$ cat config.mk
export PLATFORM = sky130hd
export DESIGN_NAME = rr_dispatcher
export DESIGN_NICKNAME = d
export VERILOG_FILES = /design/src/rtl/rr_dispatch_pkg.sv /design/src/rtl/rr_lane_picker.sv /design/src/rtl/rr_dispatcher.sv
export SDC_FILE = /design/constraint.sdc
export NUM_CORES = 1
export LEC_CHECK = 0
export ABC_AREA = 1
export CAP_MARGIN = 0
export CORE_AREA = 2 2 101 103
export DETAILED_ROUTE_END_ITERATION = 7
export DIE_AREA = 0 0 103 105
export PLACE_DENSITY_LB_ADDON = 0.08
export SETUP_SLACK_MARGIN = 0.1
export SLEW_MARGIN = 5
export SYNTH_ARGS = -nofsm -noshare
export SYNTH_HDL_FRONTEND = slang
export SYNTH_SLANG_ARGS = --single-unit
$ cat constraint.sdc
create_clock -name clk -period 2.8 [get_ports clk]
set_clock_uncertainty 0.05 [all_clocks]
set_input_delay 0.28 -clock clk [delete_from_list [all_inputs] [get_ports clk]]
set_output_delay 0.28 -clock clk [all_outputs]
set_load 0.01 [all_outputs]
$ cat src/rtl/rr_dispatch_pkg.sv
// rtl/rr_dispatch_pkg.sv - shared types for the round-robin flit dispatcher
package rr_dispatch_pkg;

  localparam int DISP_DATA_WIDTH = 32;

  typedef enum logic {
    DISP_IDLE   = 1'b0,
    DISP_LOCKED = 1'b1
  } disp_state_e;

  typedef struct packed {
    logic                       head;
    logic                       tail;
    logic [DISP_DATA_WIDTH-1:0] data;
  } flit_t;

endpackage

$ cat src/rtl/rr_lane_picker.sv
// rtl/rr_lane_picker.sv - picks the first eligible lane after ptr, wrapping
module rr_lane_picker #(
  parameter int NUM_OUT      = 4,
  parameter int LOG2_NUM_OUT = 2
) (
  input  logic [NUM_OUT-1:0]      eligible,
  input  logic [LOG2_NUM_OUT-1:0] ptr,
  output logic [NUM_OUT-1:0]      grant,
  output logic [LOG2_NUM_OUT-1:0] index,
  output logic                    found
);

  logic [NUM_OUT-1:0]      rotated;
  logic [NUM_OUT-1:0]      first;
  logic [LOG2_NUM_OUT-1:0] src;

  // Bit 0 of the rotated mask is lane ptr+1; index arithmetic wraps since NUM_OUT is a power of 2.
  always_comb begin
    rotated = '0;
    grant   = '0;
    index   = '0;
    src     = '0;
    for (int j = 0; j < NUM_OUT; j++) begin
      src        = LOG2_NUM_OUT'(j) + ptr + LOG2_NUM_OUT'(1);
      rotated[j] = eligible[src];
    end
    first = rotated & ~(rotated - NUM_OUT'(1));
    for (int j = 0; j < NUM_OUT; j++) begin
      src        = LOG2_NUM_OUT'(j) + ptr + LOG2_NUM_OUT'(1);
      grant[src] = first[j];
    end
    for (int j = 0; j < NUM_OUT; j++) begin
      if (grant[j]) index = index | LOG2_NUM_OUT'(j);
    end
    found = |eligible;
  end

endmodule

$ cat src/rtl/rr_dispatcher.sv
// rtl/rr_dispatcher.sv - one-to-many wormhole flit dispatcher with per-lane credits
module rr_dispatcher
  import rr_dispatch_pkg::*;
#(
  parameter int DATA_WIDTH   = DISP_DATA_WIDTH,
  parameter int NUM_OUT      = 4,
  parameter int LOG2_NUM_OUT = 2,
  parameter int CREDIT_MAX   = 4,
  parameter int CREDIT_W     = 3
) (
  input  logic                    clk,
  input  logic                    rst,
  input  logic                    in_valid,
  output logic                    in_ready,
  input  logic [DATA_WIDTH-1:0]   in_data,
  input  logic                    in_head,
  input  logic                    in_tail,
  output logic [NUM_OUT-1:0]      out_valid,
  output logic [DATA_WIDTH-1:0]   out_data,
  output logic                    out_head,
  output logic                    out_tail,
  input  logic [NUM_OUT-1:0]      credit_return,
  output logic [LOG2_NUM_OUT-1:0] cur_sel,
  output logic                    busy,
  output logic                    err
);

  logic                    buf_valid_q, buf_valid_d;
  flit_t                   buf_q, buf_d;
  disp_state_e             state_q, state_d;
  logic [LOG2_NUM_OUT-1:0] ptr_q, ptr_d;
  logic [LOG2_NUM_OUT-1:0] cur_sel_q, cur_sel_d;
  logic [CREDIT_W-1:0]     credit_q [NUM_OUT];
  logic [CREDIT_W-1:0]     credit_d [NUM_OUT];
  logic                    err_q, err_d;
  logic [NUM_OUT-1:0]      out_valid_q, out_valid_d;
  logic [DATA_WIDTH-1:0]   out_data_q, out_data_d;
  logic                    out_head_q, out_head_d;
  logic                    out_tail_q, out_tail_d;

  logic [NUM_OUT-1:0]      eligible;
  logic [NUM_OUT-1:0]      pick_grant;
  logic [LOG2_NUM_OUT-1:0] pick_idx;
  logic                    pick_found;
  logic [LOG2_NUM_OUT-1:0] lane;
  logic                    fire;
  logic                    accept;
  logic                    take;

  always_comb begin
    eligible = '0;
    for (int i = 0; i < NUM_OUT; i++) eligible[i] = (credit_q[i] != '0);
  end

  rr_lane_picker #(
    .NUM_OUT      (NUM_OUT),
    .LOG2_NUM_OUT (LOG2_NUM_OUT)
  ) u_picker (
    .eligible (eligible),
    .ptr      (ptr_q),
    .grant    (pick_grant),
    .index    (pick_idx),
    .found    (pick_found)
  );

  // A locked packet may only use its own lane, even if that lane is starved.
  always_comb begin
    if (state_q == DISP_LOCKED) begin
      lane = cur_sel_q;
      fire = buf_valid_q && eligible[cur_sel_q];
    end else begin
      lane = pick_idx;
      fire = buf_valid_q && pick_found && (pick_grant != '0);
    end
  end

  assign in_ready = !buf_valid_q || fire;
  assign accept   = in_valid && in_ready;

  always_comb begin
    buf_valid_d = buf_valid_q;
    buf_d       = buf_q;
    state_d     = state_q;
    ptr_d       = ptr_q;
    cur_sel_d   = cur_sel_q;
    err_d       = err_q;
    out_valid_d = '0;
    out_data_d  = out_data_q;
    out_head_d  = out_head_q;
    out_tail_d  = out_tail_q;
    take        = 1'b0;
    for (int i = 0; i < NUM_OUT; i++) credit_d[i] = credit_q[i];

    if (accept) begin
      buf_valid_d = 1'b1;
      buf_d.head  = in_head;
      buf_d.tail  = in_tail;
      buf_d.data  = in_data;
    end else if (fire) begin
      buf_valid_d = 1'b0;
    end

    if (fire) begin
      out_valid_d[lane] = 1'b1;
      out_data_d        = buf_q.data;
      out_head_d        = buf_q.head;
      out_tail_d        = buf_q.tail;
      case (state_q)
        DISP_IDLE: begin
          if (!buf_q.head) err_d = 1'b1;
          cur_sel_d = lane;
          ptr_d     = lane;
          if (!buf_q.tail) state_d = DISP_LOCKED;
        end
        DISP_LOCKED: begin
          if (buf_q.head) err_d = 1'b1;
          if (buf_q.tail) state_d = DISP_IDLE;
        end
        default: state_d = DISP_IDLE;
      endcase
    end

    for (int i = 0; i < NUM_OUT; i++) begin
      take = fire && (lane == LOG2_NUM_OUT'(i));
      case ({credit_return[i], take})
        2'b10: begin
          if (credit_q[i] == CREDIT_W'(CREDIT_MAX)) err_d = 1'b1;
          else credit_d[i] = credit_q[i] + CREDIT_W'(1);
        end
        2'b01:   credit_d[i] = credit_q[i] - CREDIT_W'(1);
        default: credit_d[i] = credit_q[i];
      endcase
    end
  end

  always_ff @(posedge clk) begin
    if (rst) begin
      buf_valid_q <= 1'b0;
      buf_q       <= '0;
      state_q     <= DISP_IDLE;
      ptr_q       <= LOG2_NUM_OUT'(NUM_OUT - 1);
      cur_sel_q   <= '0;
      err_q       <= 1'b0;
      out_valid_q <= '0;
      out_data_q  <= '0;
      out_head_q  <= 1'b0;
      out_tail_q  <= 1'b0;
      for (int i = 0; i < NUM_OUT; i++) credit_q[i] <= CREDIT_W'(CREDIT_MAX);
    end else begin
      buf_valid_q <= buf_valid_d;
      buf_q       <= buf_d;
      state_q     <= state_d;
      ptr_q       <= ptr_d;
      cur_sel_q   <= cur_sel_d;
      err_q       <= err_d;
      out_valid_q <= out_valid_d;
      out_data_q  <= out_data_d;
      out_head_q  <= out_head_d;
      out_tail_q  <= out_tail_d;
      for (int i = 0; i < NUM_OUT; i++) credit_q[i] <= credit_d[i];
    end
  end

  assign out_valid = out_valid_q;
  assign out_data  = out_data_q;
  assign out_head  = out_head_q;
  assign out_tail  = out_tail_q;
  assign cur_sel   = cur_sel_q;
  assign busy      = (state_q == DISP_LOCKED);
  assign err       = err_q;

endmodule

==> results of run 1 <==
==> how the worst max path moves through the flow <==
stage / from / end / slack, ps / cells after the start
floorplan: ptr_q[1] / credit_q[1][2] / 120 / 21
global placement: ptr_q[0] / credit_q[2][2] / 10 / 18
detailed placement: ptr_q[0] / credit_q[3][2] / -50 / 18
CTS: ptr_q[0] / in_ready / 40 / 14
global route: ptr_q[0] / credit_q[2][2] / -200 / 22
finish: ptr_q[0] / credit_q[2][2] / -8 / 18
==> routing by layer <==
layer / vias up / share of wire, % / GRT usage (%)
met4: 0 / 2.0 / 6.95
met5: - / 0 / 0
met2: 110 / 47 / 32.7
met3: 22 / 5.5 / 4.41
met1: 1862 / 45 / 25.9
li1: 2109 / - / -
==> worst max-delay path: cells and delay by family (launching register included) <==
family	cells	cell delay, ps
and+or+nand+nor	13	1410
adders and majority gates	2	700
DFF	1	400
buffers and inverters	3	170
==> final cells by class <==
type | instances | area [um2]
Sequential cell | 91 | 1830
Timing Repair Buffer | 113 | 1090
Clock inverter | 7 | 85.1
Clock buffer | 9 | 124
Tap cell | 133 | 166
Multi-Input combinational cell | 435 | 2440
Fill cell | 890 | 3720
Inverter | 44 | 193
==> registers in the layout, indices dropped and copies added, names as in the netlist <==
signal       cells
err              1
out_head         1
buf_valid_q      1
credit_q        12
out_tail         1
busy             1
cur_sel          2
buf_q           34
out_valid        4
out_data        32
ptr_q            2
==> kinds of logic (layout without fill, tap and decap cells) <==
group / count (synthesis) / count (layout)
simple gates: 342 / 344
flops: 91 / 91
compound gates: 78 / 78
buf+inv: 67 / 173
fa+ha+maj: 12 / 12
xor+xnor: 1 / 1
==> through the flow <==
step                cells  utilization, %
floorplan             591               -
global placement      802            55.0
detailed placement    802            55.0
CTS                   823            58.5
global route          832            61.4
finish                832            61.4
==> synth_stat cells (all sizes together) <==
cell and number:
a21oi 10, buf 13, clkbuf 10, clkinv 1, dfxtp 91, fa 4, ha 8, inv 43
nand2 100, nand3 64, nand3b 3, nand4 12, nor2 162, nor4 1, o21ai 68, xnor2 1
==> power groups by stage <==
| stage | logic [mW] | registers (mW) | clock network (mW) |
|---|---|---|---|
| global route | 4.83 | 2.09 | 1.01 |
| floorplan | 2.19 | 2.14 | 0 |
| finish | 4.38 | 2.04 | 0.928 |
| global placement | 3.50 | 2.04 | 0 |
| CTS | 3.80 | 2.04 | 0.954 |
| detailed placement | 3.55 | 2.04 | 0 |
==> cells in the final DEF, fill, tap and decap left out, drive strengths merged <==
cell           count
nor2             162
nand2            102
dfxtp             91
clkdlybuf4s50     82
o21ai             68
nand3             64
inv               45
buf               31
nand4             12
a21oi             10
clkbuf             9
ha                 8
fa                 4
clkinv             4
nand3b             3
nor4               1
xnor2              1
bufinv             1
clkinvlp           1
==> repair_timing <==
action,in CTS,in global routing
buffers inserted,5,7
pin swaps,7,25
resized for setup,27,51
endpoints found under the setup margin,9,74
gates cloned,0,2
==> results_dict.tcl, run 1 <==
set metrics [dict create \
    swShare_pct 44.8 \
    switchingPower_mw 3.29 \
    synth-compound-area-share_pct 9.12 \
    die_w_um 103 \
    synth_fa_ha_area_share_pct 4.21 \
    cpMaxStageDelayCell "dfxtp_4" \
    clkTransAtPathRegs_ps 90 \
    fin_tns_setup_ps -7.92 \
    critPathRequiredTime_ps 3000 \
    outcome "finished, violations left" \
    clock-sinks 91 \
    failed_checks "negative setup slack" \
    power_frac_comb_pct 59.6 \
    place_hpwl_mm 7.10 \
    synth_top_family_by_area "simple AND/OR/NAND/NOR gates" \
    reg2reg_from "ptr_q[0]" \
    finalCriticalPeriod_ps 2810 \
    clk_path_buf_depth 2 \
    route.detailed.drc 0 \
    yosys_warnings 0 \
    ys_types 27 \
    area_growth_pct 38.3 \
    routed_wl_mm 11.1 \
    crit_top_cell "nand2_2" \
    start_kind "flop" \
    hold_viol 0 \
    grt_pass1_wl_mm 17.6 \
    worstSetupEndpointType "flop" \
    ys_seq_area_share_pct 42.5 \
    rsz0062_at_grt "true" \
    synthXorXnorAreaFrac_pct 0.205 \
    grt_max_degree 56 \
    first_global_vias 3887 \
    cts_tree "built" \
    power.total_mw 7.35 \
    numPortBuffers 83 \
    drive_gt1_share_pct 18.2 \
    cts_root_buffer "clkbuf_8" \
    synthCells 591 \
    hold_slack_ps 431 \
    num_rows 36 \
    muxShareOfSynthArea_pct 0 \
    setup_viol 1 \
    syn_area_per_cell_um2 7.24 \
    fmax_mhz 356 \
    pwr-share-clk_pct 12.6 \
    cts_buffers 9 \
    grt_overflow 0 \
    synth_area_leaders "dfxtp_1 43%, nor2_1 14%, o21ai_0 7.9%" \
    slowest_delay_ps 400 \
    worstSkewPairLatency_ps 360 \
    fin_ws_ps -7.92 \
    start_util_pct 44.4 \
    cap_violations 0 \
    wl_per_cell_um 13.3 \
    critPathKind "reg -> reg" \
    reg2reg_depth 18 \
    p_leak_nw 2.59 \
    power_per_cell_area_nw_per_um2 1240 \
    final_nets 747 \
    drt_pass1_iterations 4 \
    ant_nets 0 \
    worstPathArrival_ps 3000 \
    viasPerCell 4.93 \
    slew_headroom_pct 70.8 \
    cp_max_fo 5 \
    p_seq_share_pct 27.7 \
    track_usage_pct 20.1 \
    min_path_cells 2 \
    antenna_found_initial 0 \
    design_area_um2 5920 \
    post-place-ws_ps -52.1 \
    synth_seq_cells 91 \
    drt_iter0_markers 191 \
    rrSetupSlack_ps -8 \
    die_area_um2 10800 \
    finalCritPeriodShare_pct 100 \
    tightest_slew_ps 438 \
    io_pins 84 \
    placed_area_um2 5300 \
    crit_chain "inv_4, ha_4, inv_4, nand3_4, nand2_4, nor2_4, nand3_2, nand2_2, nand2_2, nand4_1, nand2_2, nor2_4, nand3b_1, fa_2, inv_1, nand4_1, nand3_1, nand3_1" \
    yosys.area_share.simple_pct 36.5 \
    netlist_area_um2 4280 \
    place.gp.congestion 0.922 \
    antenna_cells 0 \
    vias 4103 \
    ir_drop_v 0.000524 \
    die_height_um 105 \
    netlist.area_leader.share_pct 42.5 \
    postCtsHoldBufs 0 \
    r2r-end "credit_q[2][2]" \
    synth_top_area_cell "dfxtp_1" \
    slew_viol_final 0 \
    htree_levels 3 \
    min_to "out_tail" \
    core_um2 9640 \
    syn_nets 644 \
    min-delay-start "out_tail" \
    p_int_mw 4.06 \
    hold_path.class "reg -> reg" \
]
Note: power is estimated with default switching activity, not from simulation.
==> run 2: changes to the inputs <==
CORE_AREA = 2 2 100 102   (was 2 2 101 103)
DIE_AREA = 0 0 102 104   (was 0 0 103 105)
MAX_ROUTING_LAYER = met4   (was default)
SYNTH_HIERARCHICAL = 1   (was default)
==> run 2 against run 1 <==
Against the previous run: the run still ends with negative setup slack left; highest routed layer unchanged; via count shrank 1.6%; first-iteration DRC count shrank 31%; synthesized area shrank 2.1%; setup slack got worse by 17 ps; critical path type unchanged; clock power rose by 8%; largest cell class unchanged.
==> results_dict.tcl, run 2 <==
set metrics [dict create \
    crit_chain "nor2_2, nand2_2, inv_2, nand2_1, nand3_1, nand2_2, nand2_2, nand2_1, nand2_1, nand3_2, nand2_4, nand3_4, o21ai_4, inv_2, nor2_4, nand3b_1, fa_2, inv_1, nand4_1, nand3_1, nand3_1" \
    failed_checks "negative setup slack" \
    worstSetupEndpointType "flop" \
    gr-usage-met2_pct 34.3 \
    finalCritPeriodShare_pct 101 \
    tightest_slew_ps 500 \
    place_hpwl_mm 6.89 \
    slew_headroom_pct 66.6 \
    hold_viol 0 \
    grt_max_degree 71 \
    cpMaxStageDelayCell "fa_2" \
    track_usage_pct 21.4 \
    cap_violations 0 \
    synthXorXnorAreaFrac_pct 0.209 \
    first_global_vias 3916 \
    synth_area_leaders "dfxtp_1 43%, nor2_1 15%, o21ai_0 8.6%" \
    outcome "finished, violations left" \
    die_height_um 104 \
    final_nets 747 \
    worstSkewPairLatency_ps 360 \
    routed_wl_mm 10.7 \
    synth_top_area_cell "dfxtp_1" \
    p_int_mw 3.91 \
    grt_busiest_layer "met2" \
    ys_types 25 \
    grt_overflow 0 \
    place.gp.congestion 0.880 \
    ir_drop_v 0.000513 \
    yosys_warnings 6 \
    htree_levels 3 \
    swShare_pct 44.3 \
    postCtsHoldBufs 0 \
    numPortBuffers 83 \
    ys.flop_type "dfxtp_1" \
    synthCells 587 \
    slowest_delay_ps 390 \
    met3_usage_pct 3.76 \
    finalCriticalPeriod_ps 2820 \
    clkTransAtPathRegs_ps 90 \
    io_pins 84 \
    muxShareOfSynthArea_pct 0 \
    post-place-ws_ps -102 \
    final_cell_mix "163 x nor2_1, 86 x dfxtp_1, 82 x clkdlybuf4s50_1" \
    fill_cells 879 \
    route.detailed.drc 0 \
    grt_pass1_wl_mm 17.9 \
    area_growth_pct 40.2 \
    num_rows 36 \
    cts_root_buffer "clkbuf_8" \
    yosys.area_share.simple_pct 34.4 \
    setup_viol 1 \
    power_per_cell_area_nw_per_um2 1190 \
    fin_util_pct 61.6 \
    ys_seq_area_share_pct 43.5 \
    hold_path.class "reg -> reg" \
    netlist.area_leader.share_pct 43.5 \
    power_frac_comb_pct 59.3 \
    antenna_cells 0 \
    synth_fa_ha_area_share_pct 4.30 \
    switchingPower_mw 3.10 \
    top_register "buf_q" \
    clk_path_buf_depth 2 \
    synth-compound-area-share_pct 9.43 \
    core_um2 9550 \
    design_area_um2 5880 \
    fin_ws_ps -24.7 \
    slew_viol_final 0 \
    clock-sinks 91 \
    largest_reg_flops 34 \
    yosysMostFrequentCell "nor2_1" \
    vias 4036 \
    power.total_mw 7.01 \
    rsz0062_at_grt "true" \
    cts_buffers 9 \
    drt_pass1_iterations 4 \
    start_util_pct 43.9 \
    drive_gt1_share_pct 18.7 \
    antenna_found_initial 0 \
    synth_edf_count 0 \
    met1_usage_pct 27.3 \
    final_cells 832 \
    start_kind "flop" \
    fmax_mhz 354 \
    die_area_um2 10600 \
    die_w_um 102 \
    worstPathArrival_ps 3000 \
    pwr-share-clk_pct 14.3 \
    p_leak_nw 2.66 \
    final_common_cell "nor2_1" \
    wl_per_cell_um 12.9 \
    dp_cells 792 \
    async_flop_share_pct 0 \
    syn_nets 640 \
    synth_common_cells "168 x nor2_1, 91 x dfxtp_1, 82 x nand2_1" \
    placed_area_um2 5210 \
    viasPerCell 4.85 \
    synth_top_family_by_area "simple AND/OR/NAND/NOR gates" \
    drt_iter0_markers 131 \
    syn_area_per_cell_um2 7.14 \
    critPathKind "reg -> reg" \
    path_delay_family "simple AND/OR/NAND/NOR gates" \
    crit_buf_inv 3 \
    critPathRequiredTime_ps 2980 \
    cts_tree "built" \
    cp_max_fo 4 \
    p_seq_share_pct 26.4 \
    netlist_area_um2 4190 \
    synth_seq_cells 91 \
    ant_nets 0 \
]
[run 2: cell families (layout without fill, tap and decap cells)]
kind of cell / count (synthesis) / count (layout)
simple gates: 328 / 328
compound gates: 79 / 79
fa+ha+maj: 12 / 12
flops: 91 / 91
buf+inv: 76 / 188
xor+xnor: 1 / 1
[run 2: layer usage]
metal | routed length [um] | part of all wire [%]
met5 | 0 | 0
met4 | 167 | 1.6
met3 | 535 | 5.0
met2 | 5280 | 49
met1 | 4740 | 44
[run 2: worst paths after layout]
path / startpoint / to / slack [ps] / cells after the start
worst max-delay path: credit_q[1][1] / credit_q[1][2] / -20 / 21
worst min-delay path: buf_q[32] / buf_q[32] / 410 / 2
worst max register to register: credit_q[1][1] / credit_q[1][2] / -20 / 21
worst min register to register: buf_q[32] / buf_q[32] / 410 / 2
[run 2: cell type report]
| type | count | area (um2) | area share [%] |
|---|---|---|---|
| sequential | 91 | 1830 | 31.1 |
| multi-input combinational | 420 | 2280 | 38.9 |
| inverter | 53 | 219 | 3.72 |
| clock buffer | 10 | 128 | 2.17 |
| tap | 133 | 166 | 2.83 |
| timing repair buffer | 119 | 1160 | 19.7 |
| clock inverter | 6 | 93.8 | 1.60 |
[run 2: worst register-to-register path, delay by kind of cell, from the launching register on]
kind	cells	cell delay [ps]
and+or+nand+nor	16	1560
AOI/OAI and AO/OA	1	150
DFF	1	330
buffers and inverters	3	230
adders and majority gates	1	390
[run 2: metrics by stage]
stage	hold slack, ps	TNS, ps
2_1_floorplan	382	0
3_3_place_gp	395	-12.1
3_5_place_dp	401	-217
4_1_cts	414	0
5_1_grt	459	-1140
6_report	414	-24.7
[run 2: what timing repair did]
item	4_1_cts	5_1_grt
endpoints found under the setup margin	10	83
pin swaps	20	30
gates resized for setup	32	43
cloned	0	1
setup buffers	16	8
[run 2: power by group through the flow]
stage | logic (mW) | registers [mW] | clock network (mW)
global placement | 3.06 | 1.86 | 0
global route | 4.59 | 1.90 | 1.08
finish | 4.16 | 1.85 | 1.00
detailed placement | 3.13 | 1.86 | 0
floorplan | 2.18 | 1.89 | 0
CTS | 3.68 | 1.84 | 1.02
==> run 3: changes to the inputs <==
ABC_CLOCK_PERIOD_IN_PS = 2800   (was default)
GPL_TIMING_DRIVEN = 0   (was default)
==> run 3 against run 2 <==
Against the previous run: critical path depth stayed put; non-clock buffer count grew 15; the flow still finishes with violations (negative setup slack); maximum frequency fell by 4.0%; highest routed layer unchanged; sequential cell count unchanged; sequential share of layout area decreased by 1.4 points; first-iteration DRC count up 3.1%; setup slack worse by 120 ps; hold slack worse by 95 ps; clock-buffer cell count down 1; largest cell class unchanged; sequential power about the same; critical path type unchanged.
==> results_dict.tcl, run 3 (synthesized netlist as in run 2, its figures left out) <==
set metrics [dict create \
    failed_checks "negative setup slack" \
    clock-sinks 91 \
    worstPathArrival_ps 3120 \
    clkTransAtPathRegs_ps 100 \
    die_area_um2 10600 \
    place.gp.congestion 0.852 \
    vias 4134 \
    grt_busiest_layer "met2" \
    area_growth_pct 46.6 \
    final_nets 763 \
    hold_viol 0 \
    core_um2 9550 \
    multiInputGateArea_um2 2400 \
    worstSkewPairLatency_ps 360 \
    numPortBuffers 82 \
    final_cell_mix "137 x nor2_1, 88 x dfxtp_1, 81 x clkdlybuf4s50_1" \
    outcome "finished, violations left" \
    drt_pass1_iterations 4 \
    rsz0062_at_grt "true" \
    slew_viol_final 0 \
    antenna_cells 0 \
    cts_buffers 9 \
    top_register "buf_q" \
    ir_drop_v 0.000471 \
    cts_root_buffer "clkbuf_8" \
    power.total_mw 7.23 \
    seqCellArea_um2 1830 \
    grt_pass1_wl_mm 17.5 \
    largest_reg_flops 34 \
    routed_wl_mm 11.2 \
    grt_max_degree 19 \
    fin_ws_ps -141 \
    first_global_vias 3918 \
    finalCritPeriodShare_pct 105 \
    cap_violations 0 \
    met1_usage_pct 23.9 \
    drive_gt1_share_pct 23.4 \
    worstSetupEndpointType "flop" \
    place_hpwl_mm 7.53 \
    clk_path_buf_depth 2 \
    die_height_um 104 \
    final_common_cell "nor2_1" \
    grt_overflow 0 \
    rrSetupSlack_ps -140 \
    track_usage_pct 21.0 \
    cts_tree "built" \
    die_w_um 102 \
    critPathKind "reg -> reg" \
    p_leak_nw 2.74 \
    hold_path.class "in -> reg" \
    slew_headroom_pct 62.5 \
    fmax_mhz 340 \
    setup_viol 9 \
    critPathRequiredTime_ps 2980 \
    viasPerCell 4.88 \
    fin_tns_setup_ps -771 \
    wl_per_cell_um 13.3 \
    start_util_pct 43.9 \
    fill_cells 866 \
    finalCriticalPeriod_ps 2940 \
    met3_usage_pct 5.04 \
    htree_levels 3 \
    cp_max_fo 6 \
    io_pins 84 \
    gr-usage-met2_pct 35.5 \
    num_rows 36 \
    start_kind "flop" \
    drt_iter0_markers 135 \
    power_per_cell_area_nw_per_um2 1180 \
    tightest_slew_ps 563 \
    route.detailed.drc 0 \
    ant_nets 0 \
    antenna_found_initial 0 \
]
==> run 3: where the power goes <==
| group | switching [mW] | internal (mW) | leakage (nW) |
|---|---|---|---|
| Sequential | 0.224 | 1.63 | 0.750 |
| Combinational | 2.55 | 1.87 | 1.88 |
| Clock | 0.523 | 0.437 | 0.107 |
==> run 3: layout make-up <==
type                    instances  area share (%)
well taps                     133            2.71
plain buffers                  23            2.97
multi-input cells             421            39.0
inverters                      53            3.89
flip-flops and latches         91            29.8
clock buffers                   9            2.02
repair buffers                111            18.1
clock inverters                 7            1.53
==> run 3: final timing paths <==
path | start | depth (start not counted) | to
max | ptr_q[0] | 21 | credit_q[0][2]
max reg2reg | ptr_q[0] | 21 | credit_q[0][2]
min reg2reg | buf_q[32] | 2 | buf_q[32]
min | rst | 2 | out_valid[3]
==> run 3: worst max-delay path, stage by stage (launching register included) <==
cell      delay, ps
dfxtp_4         400
buf_12          140
ha_4            160
inv_1            90
nand2_2          70
nand2_1          80
nand2_2          80
nand2_2          70
nand2_1          40
nand2_1          70
nand3_2          70
nand2_2          90
nand3_2         100
o21ai_4         190
inv_2            90
nor2_2          130
nand3b_1        150
fa_2            380
inv_1            60
nand4_1         110
nand3_1         100
nand3_1          80
==> run 3: routing by layer <==
layer	routed length [um]	share of wire, %
met1	4780	43
met2	5700	51
met3	529	4.7
met4	238	2.1
met5	0	0
==> run 3: stage by stage <==
step,worst slack (ps),hold slack (ps),area [um2],util [%],cells
after floorplan,58.7,382,4240,-,587
after global placement,-246,394,5230,54.7,802
after detailed placement,-283,398,5230,54.7,802
after CTS,-156,314,5680,59.5,835
after global routing,-275,332,6140,64.3,848
final,-141,319,6140,64.3,848
==> run 3: timing repair <==
action,4_1_cts,5_1_grt
hold buffers,0,0
pin swaps,18,21
gates cloned,0,4
buffers inserted,17,9
endpoints found under the setup margin,11,74
resized for setup,30,128
